## src/rtl/oam_dma_arbiter_if.sv

```systemverilog
// CPU-side and shared-bus signals of the OAM DMA arbiter, grouped into one bundle.
// The slave modport is the arbiter's view; master is the surrounding CPU/bus environment.
interface oam_dma_arbiter_if;
  logic [15:0] cpu_addr;
  logic [7:0]  cpu_dout;
  logic        cpu_rw_n;
  logic [7:0]  bus_din;
  logic [15:0] bus_addr;
  logic [7:0]  bus_dout;
  logic        bus_rw_n;
  logic        cpu_halt;
  logic        dma_busy;

  modport slave (
    input  cpu_addr, cpu_dout, cpu_rw_n, bus_din,
    output bus_addr, bus_dout, bus_rw_n, cpu_halt, dma_busy
  );

  modport master (
    output cpu_addr, cpu_dout, cpu_rw_n, bus_din,
    input  bus_addr, bus_dout, bus_rw_n, cpu_halt, dma_busy
  );
endinterface

```

## src/rtl/oam_dma_arbiter.sv

```systemverilog
// Sprite DMA: a CPU write to DMA_REG_ADDR halts the CPU and copies a 256-byte page to the OAM data port.
// Define OAM_DMA_ALIGN_EN to insert one ALIGN cycle when the HALT cycle lands on an odd cycle.
module oam_dma_arbiter #(
  parameter logic [15:0] DMA_REG_ADDR  = 16'h4014,
  parameter logic [15:0] OAM_DATA_ADDR = 16'h2004
) (
  input  logic              clk,
  input  logic              rst_n,
  oam_dma_arbiter_if.slave  sys
);

  localparam logic [2:0] S_IDLE  = 3'd0;
  localparam logic [2:0] S_HALT  = 3'd1;
  localparam logic [2:0] S_ALIGN = 3'd2;
  localparam logic [2:0] S_READ  = 3'd3;
  localparam logic [2:0] S_WRITE = 3'd4;

  logic [2:0]  state;
  logic [7:0]  page;
  logic [7:0]  cnt;
  logic [7:0]  data_q;
  logic        cyc_odd;
  logic        trigger;
  logic [15:0] addr_mux;
  logic [7:0]  dout_mux;
  logic        rw_n_mux;

  // Triggers outside IDLE are dropped here, so page/cnt stay untouched mid-transfer.
  assign trigger = (state == S_IDLE) && !sys.cpu_rw_n && (sys.cpu_addr == DMA_REG_ADDR);

  always_ff @(posedge clk or negedge rst_n) begin
    if (!rst_n) begin
      state   <= S_IDLE;
      page    <= 8'h00;
      cnt     <= 8'h00;
      data_q  <= 8'h00;
      cyc_odd <= 1'b0;
    end else begin
      cyc_odd <= ~cyc_odd;
      case (state)
        S_IDLE: begin
          if (trigger) begin
            page  <= sys.cpu_dout;
            cnt   <= 8'h00;
            state <= S_HALT;
          end
        end
        S_HALT: begin
`ifdef OAM_DMA_ALIGN_EN
          state <= cyc_odd ? S_ALIGN : S_READ;
`else
          state <= S_READ;
`endif
        end
        S_ALIGN: state <= S_READ;
        S_READ: begin
          data_q <= sys.bus_din;
          state  <= S_WRITE;
        end
        S_WRITE: begin
          cnt   <= cnt + 8'h01;
          state <= (cnt == 8'hFF) ? S_IDLE : S_READ;
        end
        default: state <= S_IDLE;
      endcase
    end
  end

  // The CPU owns the bus only in IDLE; every other state drives a DMA cycle or an idle read.
  always_comb begin
    addr_mux = sys.cpu_addr;
    dout_mux = sys.cpu_dout;
    rw_n_mux = sys.cpu_rw_n;
    case (state)
      S_IDLE: begin
        addr_mux = sys.cpu_addr;
        dout_mux = sys.cpu_dout;
        rw_n_mux = sys.cpu_rw_n;
      end
      S_READ: begin
        addr_mux = {page, cnt};
        dout_mux = 8'h00;
        rw_n_mux = 1'b1;
      end
      S_WRITE: begin
        addr_mux = OAM_DATA_ADDR;
        dout_mux = data_q;
        rw_n_mux = 1'b0;
      end
      default: begin
        addr_mux = sys.cpu_addr;
        dout_mux = 8'h00;
        rw_n_mux = 1'b1;
      end
    endcase
  end

  assign sys.bus_addr = addr_mux;
  assign sys.bus_dout = dout_mux;
  assign sys.bus_rw_n = rw_n_mux;
  assign sys.cpu_halt = (state != S_IDLE);
  assign sys.dma_busy = (state != S_IDLE);

endmodule
```

## src/flat_wrapper.sv

```systemverilog
// flat-port wrapper written by rule: the top's interface ports become plain ports
module oam_dma_arbiter_flat 
#(
  parameter logic [15:0] DMA_REG_ADDR  = 16'h4014,
  parameter logic [15:0] OAM_DATA_ADDR = 16'h2004
)
  (clk, rst_n, sys_cpu_addr, sys_cpu_dout, sys_cpu_rw_n, sys_bus_din, sys_bus_addr, sys_bus_dout, sys_bus_rw_n, sys_cpu_halt, sys_dma_busy);
  oam_dma_arbiter_if sys_i ();
  input  logic clk;
  input  logic rst_n;
  input wire logic [$bits(sys_i.cpu_addr)-1:0] sys_cpu_addr;
  input wire logic [$bits(sys_i.cpu_dout)-1:0] sys_cpu_dout;
  input wire logic [$bits(sys_i.cpu_rw_n)-1:0] sys_cpu_rw_n;
  input wire logic [$bits(sys_i.bus_din)-1:0] sys_bus_din;
  output wire logic [$bits(sys_i.bus_addr)-1:0] sys_bus_addr;
  output wire logic [$bits(sys_i.bus_dout)-1:0] sys_bus_dout;
  output wire logic [$bits(sys_i.bus_rw_n)-1:0] sys_bus_rw_n;
  output wire logic [$bits(sys_i.cpu_halt)-1:0] sys_cpu_halt;
  output wire logic [$bits(sys_i.dma_busy)-1:0] sys_dma_busy;
  assign sys_i.cpu_addr = sys_cpu_addr;
  assign sys_i.cpu_dout = sys_cpu_dout;
  assign sys_i.cpu_rw_n = sys_cpu_rw_n;
  assign sys_i.bus_din = sys_bus_din;
  assign sys_bus_addr = sys_i.bus_addr;
  assign sys_bus_dout = sys_i.bus_dout;
  assign sys_bus_rw_n = sys_i.bus_rw_n;
  assign sys_cpu_halt = sys_i.cpu_halt;
  assign sys_dma_busy = sys_i.dma_busy;
  oam_dma_arbiter #(.DMA_REG_ADDR(DMA_REG_ADDR), .OAM_DATA_ADDR(OAM_DATA_ADDR)) u_core (.clk(clk), .rst_n(rst_n), .sys(sys_i));
endmodule
```

## config.mk

```make
export PLATFORM = sky130hd
export DESIGN_NAME = oam_dma_arbiter_flat
export DESIGN_NICKNAME = d
export VERILOG_FILES = /design/src/rtl/oam_dma_arbiter_if.sv /design/src/rtl/oam_dma_arbiter.sv /design/src/flat_wrapper.sv
export SDC_FILE = /design/constraint.sdc
export NUM_CORES = 1
export LEC_CHECK = 0
export BUFFER_PORTS_ARGS = -buffer_cell sky130_fd_sc_hd__buf_2
export CORE_UTILIZATION = 48
export CTS_BUF_LIST = sky130_fd_sc_hd__clkbuf_4 sky130_fd_sc_hd__clkbuf_8 sky130_fd_sc_hd__clkbuf_16
export DETAILED_ROUTE_END_ITERATION = 10
export PLACE_DENSITY = 0.78
export SLEW_MARGIN = 20
export SYNTH_ARGS = -nofsm -noshare
export SYNTH_HDL_FRONTEND = slang
export SYNTH_SLANG_ARGS = --single-unit
```

## constraint.sdc

```tcl
create_clock -name clk -period 2.1 [get_ports clk]
set_input_delay 0 -clock clk [delete_from_list [all_inputs] [get_ports clk]]
set_output_delay 0 -clock clk [all_outputs]
set_load 0.005 [all_outputs]
```

==> qor.yml <==
drt_iter0_drc: 34
worst_path_largest_cell_delay_ns: 0.50
final_hold_viol_count: 0
fill_cells: 235
powerDensity_nw_per_um2: 1130
start_util: 0.500
timing.critical_path.max_delay_family: "simple AND/OR/NAND/NOR gates"
antenna_cells: 0
max-clock-path-buffers: 2
drive_above_1_share: 0.477
required_worst_endpoint_ns: 2.10
postSynthRegisterBits: 27
worst_pin_slew_ns: 0.631
setup_violations: 0
die-area_sq_um: 3380
number_of_global_route_vias_before_repair: 1386
timing.final.max_slew_violations: 0
seq_area_frac_synth: 0.447
antenna_found_initial: 0
timing.hold.worst.class: "in -> reg"
timing.hold.worst_path_depth: 5
chip_height_microns: 58.1
vdd_ir_drop_max_v: 0.000554
nets_final: 251
synthesis.area_per_instance_sq_um: 11.2
globalRoute.totalOverflow: 0
startpoint_of_the_worst_hold_path: "sys_cpu_addr[11]"
synthCells: 135
status: "finished, violations left"
crit_path_start: "u_core.state[1]"
synthesis.nets: 171
regToRegStartpoint: "u_core.state[1]"
finClkSkew_ns: 0.00764
worst_setup_hold_path_clk_slew_ns: 0.15
htree_levels: 1
rsz0062_at_grt: "yes"
startpoint_type: "flop"
r2r_end: "u_core.data_q[3]"
fmax_mhz: 485
dpl_worst_slack_ns: 0.361
hold_path_end: "u_core.cnt[0]"
postCtsResizedCells: 0
final.period_utilization: 0.982
synth_area_sq_um: 1510
crit_path_frequent_cell: "nand2_1"
failed_checks: "design-rule violations"
timing.critical_path.fanout_max: 12
root_buffer: "clkbuf_4"
drv.max_cap_violation_count: 0
global_route.usage.total: 0.239
crit_arrival_ns: 2.06
core_region_area_sq_um: 3030
post-route-min-period_ns: 2.06
grt_max_degree: 28
io_pins: 62
cts_tree: "done"
crit_path_cell_trace: "nand2_1 -> nor2_2 -> buf_4 -> mux2i_1 -> nand2_1 -> buf_2"
power.static_leakage_nw: 1.00
post_synth_top_area_share: 0.447
dp.final_hpwl_mm: 2.82
clock_sink_count: 27
clkLatencyLatePin_ns: 0.32
routed-via-count: 1439
post_synth_main_area_contributors: "dfrtp_1 45%, mux2_2 8.9%, a22o_1 8.1%"
post_route_ant_nets: 0
area_growth_pct: 36.1
register_to_register_setup_slack_ns: 0.34
layout_commonest_cell: "buf_2"
path_buf_inv: 2
cts-buffers-inserted: 3
port-buffer-count: 61
postLayoutSetupSlackWorst_ns: 0.0386
reg2reg_depth: 4
drt-total-wl_mm: 3.91
wire_per_inst_microns: 15.2
crit_slowest_cell: "nor2_2"
firstDrtPassIters: 7
path_class: "reg -> out"
wire_length_of_the_first_global_routing_pass_mm: 6.26
num_rows: 20
drcViolationCount: 1
crit_path_end_kind: "output port"
vias_per_cell: 5.58
top_library_cells_by_usage_in_the_layout_fill_and_taps_aside: "61 x buf_2, 27 x dfrtp_1, 17 x dlygate4sd3_1"
floorplan.die.width_microns: 58.1
final_weighted_congestion_in_routability_driven_placement: 0.788
synth_area_leader_cell: "dfrtp_1"
synthDistinctLibCells: 32
slew_headroom: 0.579
yosys_warnings: 0
hold_worst_slack_ns: 0.114
cell families after synthesis:
kind of cell	synth area share
multiplexers	0.142
AO/OA/AOI/OAI	0.194
AND/OR/NAND/NOR	0.165
adder cells (fa/ha/maj)	0.00827
XOR/XNOR	0.00579
buffers and inverters	0.0372
flip-flops	0.447
per-stage QoR:
stage	total power [mW]	util	std cells	instance area (sq um)	setup TNS (ns)
2_1_floorplan	1.63	-	135	1510	0
3_3_place_gp	2.04	0.615	237	1860	0
3_5_place_dp	2.10	0.615	237	1860	0
4_1_cts	2.34	0.680	258	2060	0
5_1_grt	2.51	0.680	258	2060	-1.40
6_report	2.34	0.680	258	2060	0
report_power, final:
part	switching [mW]	total, mW	internal (mW)	leakage (nW)
registers	0.199	0.903	0.704	0.336
clock network	0.152	0.223	0.0713	0.0177
logic	0.566	1.21	0.644	0.650
Yosys cell counts:
library cell  instances
mux2_2               12
o21ai_0               8
nor2_1                1
nor2_4                1
nor4_1                2
nor4b_2               1
clkbuf_1              3
nor3_4                1
xnor2_1               1
nand4_4               1
buf_4                 1
buf_8                 1
nand3_1               5
or4_1                 2
mux2i_1               2
nand2_1              14
a22o_1               14
nor2b_1               2
ha_1                  1
nor2_2                2
a22o_2                8
buf_2                 3
and2_1                1
o31ai_1               1
mux2_4                4
dfrtp_1              27
or2_2                 2
or3_1                 3
o22ai_1               1
nor3_1                3
inv_1                 2
o211ai_1              5
sequential cells by signal, indices dropped and copies added, names as in the netlist:
signal	cells
u_core.state	3
u_core.cnt	8
u_core.page	8
u_core.data_q	8
worst reg2reg max path, cell delays in order, from the launching register on:
cell and delay (ns):
dfrtp_1 0.47, nand2_1 0.10, nor2_2 0.50, buf_4 0.26, mux2_2 0.35
layout make-up:
class / instances / area [sq um] / share of cell area
Clock inverter: 1 / 5.00 / 0.00243
Clock buffer: 3 / 22.5 / 0.0109
Inverter: 2 / 7.51 / 0.00365
Multi-Input combinational cell: 98 / 781 / 0.379
Tap cell: 44 / 55.1 / 0.0267
Sequential cell: 27 / 676 / 0.328
Timing Repair Buffer: 83 / 513 / 0.249
metal layers:
metal	up-vias	share of wire	GRT usage
met2	53	0.53	0.429
met4	0	0.0090	0.0442
met3	4	0.054	0.0357
met5	-	0	0
li1	667	-	-
met1	715	0.41	0.307
worst max-delay path by stage:
stage               slack (ns)               end  depth (start not counted)
global route             -0.11   sys_bus_addr[8]                          5
detailed placement        0.36  u_core.data_q[3]                          4
finish                    0.04   sys_bus_addr[2]                          6
global placement          0.43    u_core.page[1]                          4
CTS                       0.04   sys_bus_addr[2]                          6
floorplan                 0.42    u_core.page[4]                          5
timing repair:
action | 4_1_cts | 5_1_grt
endpoints found under the setup margin | 0 | 16
hold buffers | 17 | 0
setup buffers | 0 | 0
hold endpoints to repair | 43 | 0
Note: power is estimated with default switching activity, not from simulation.
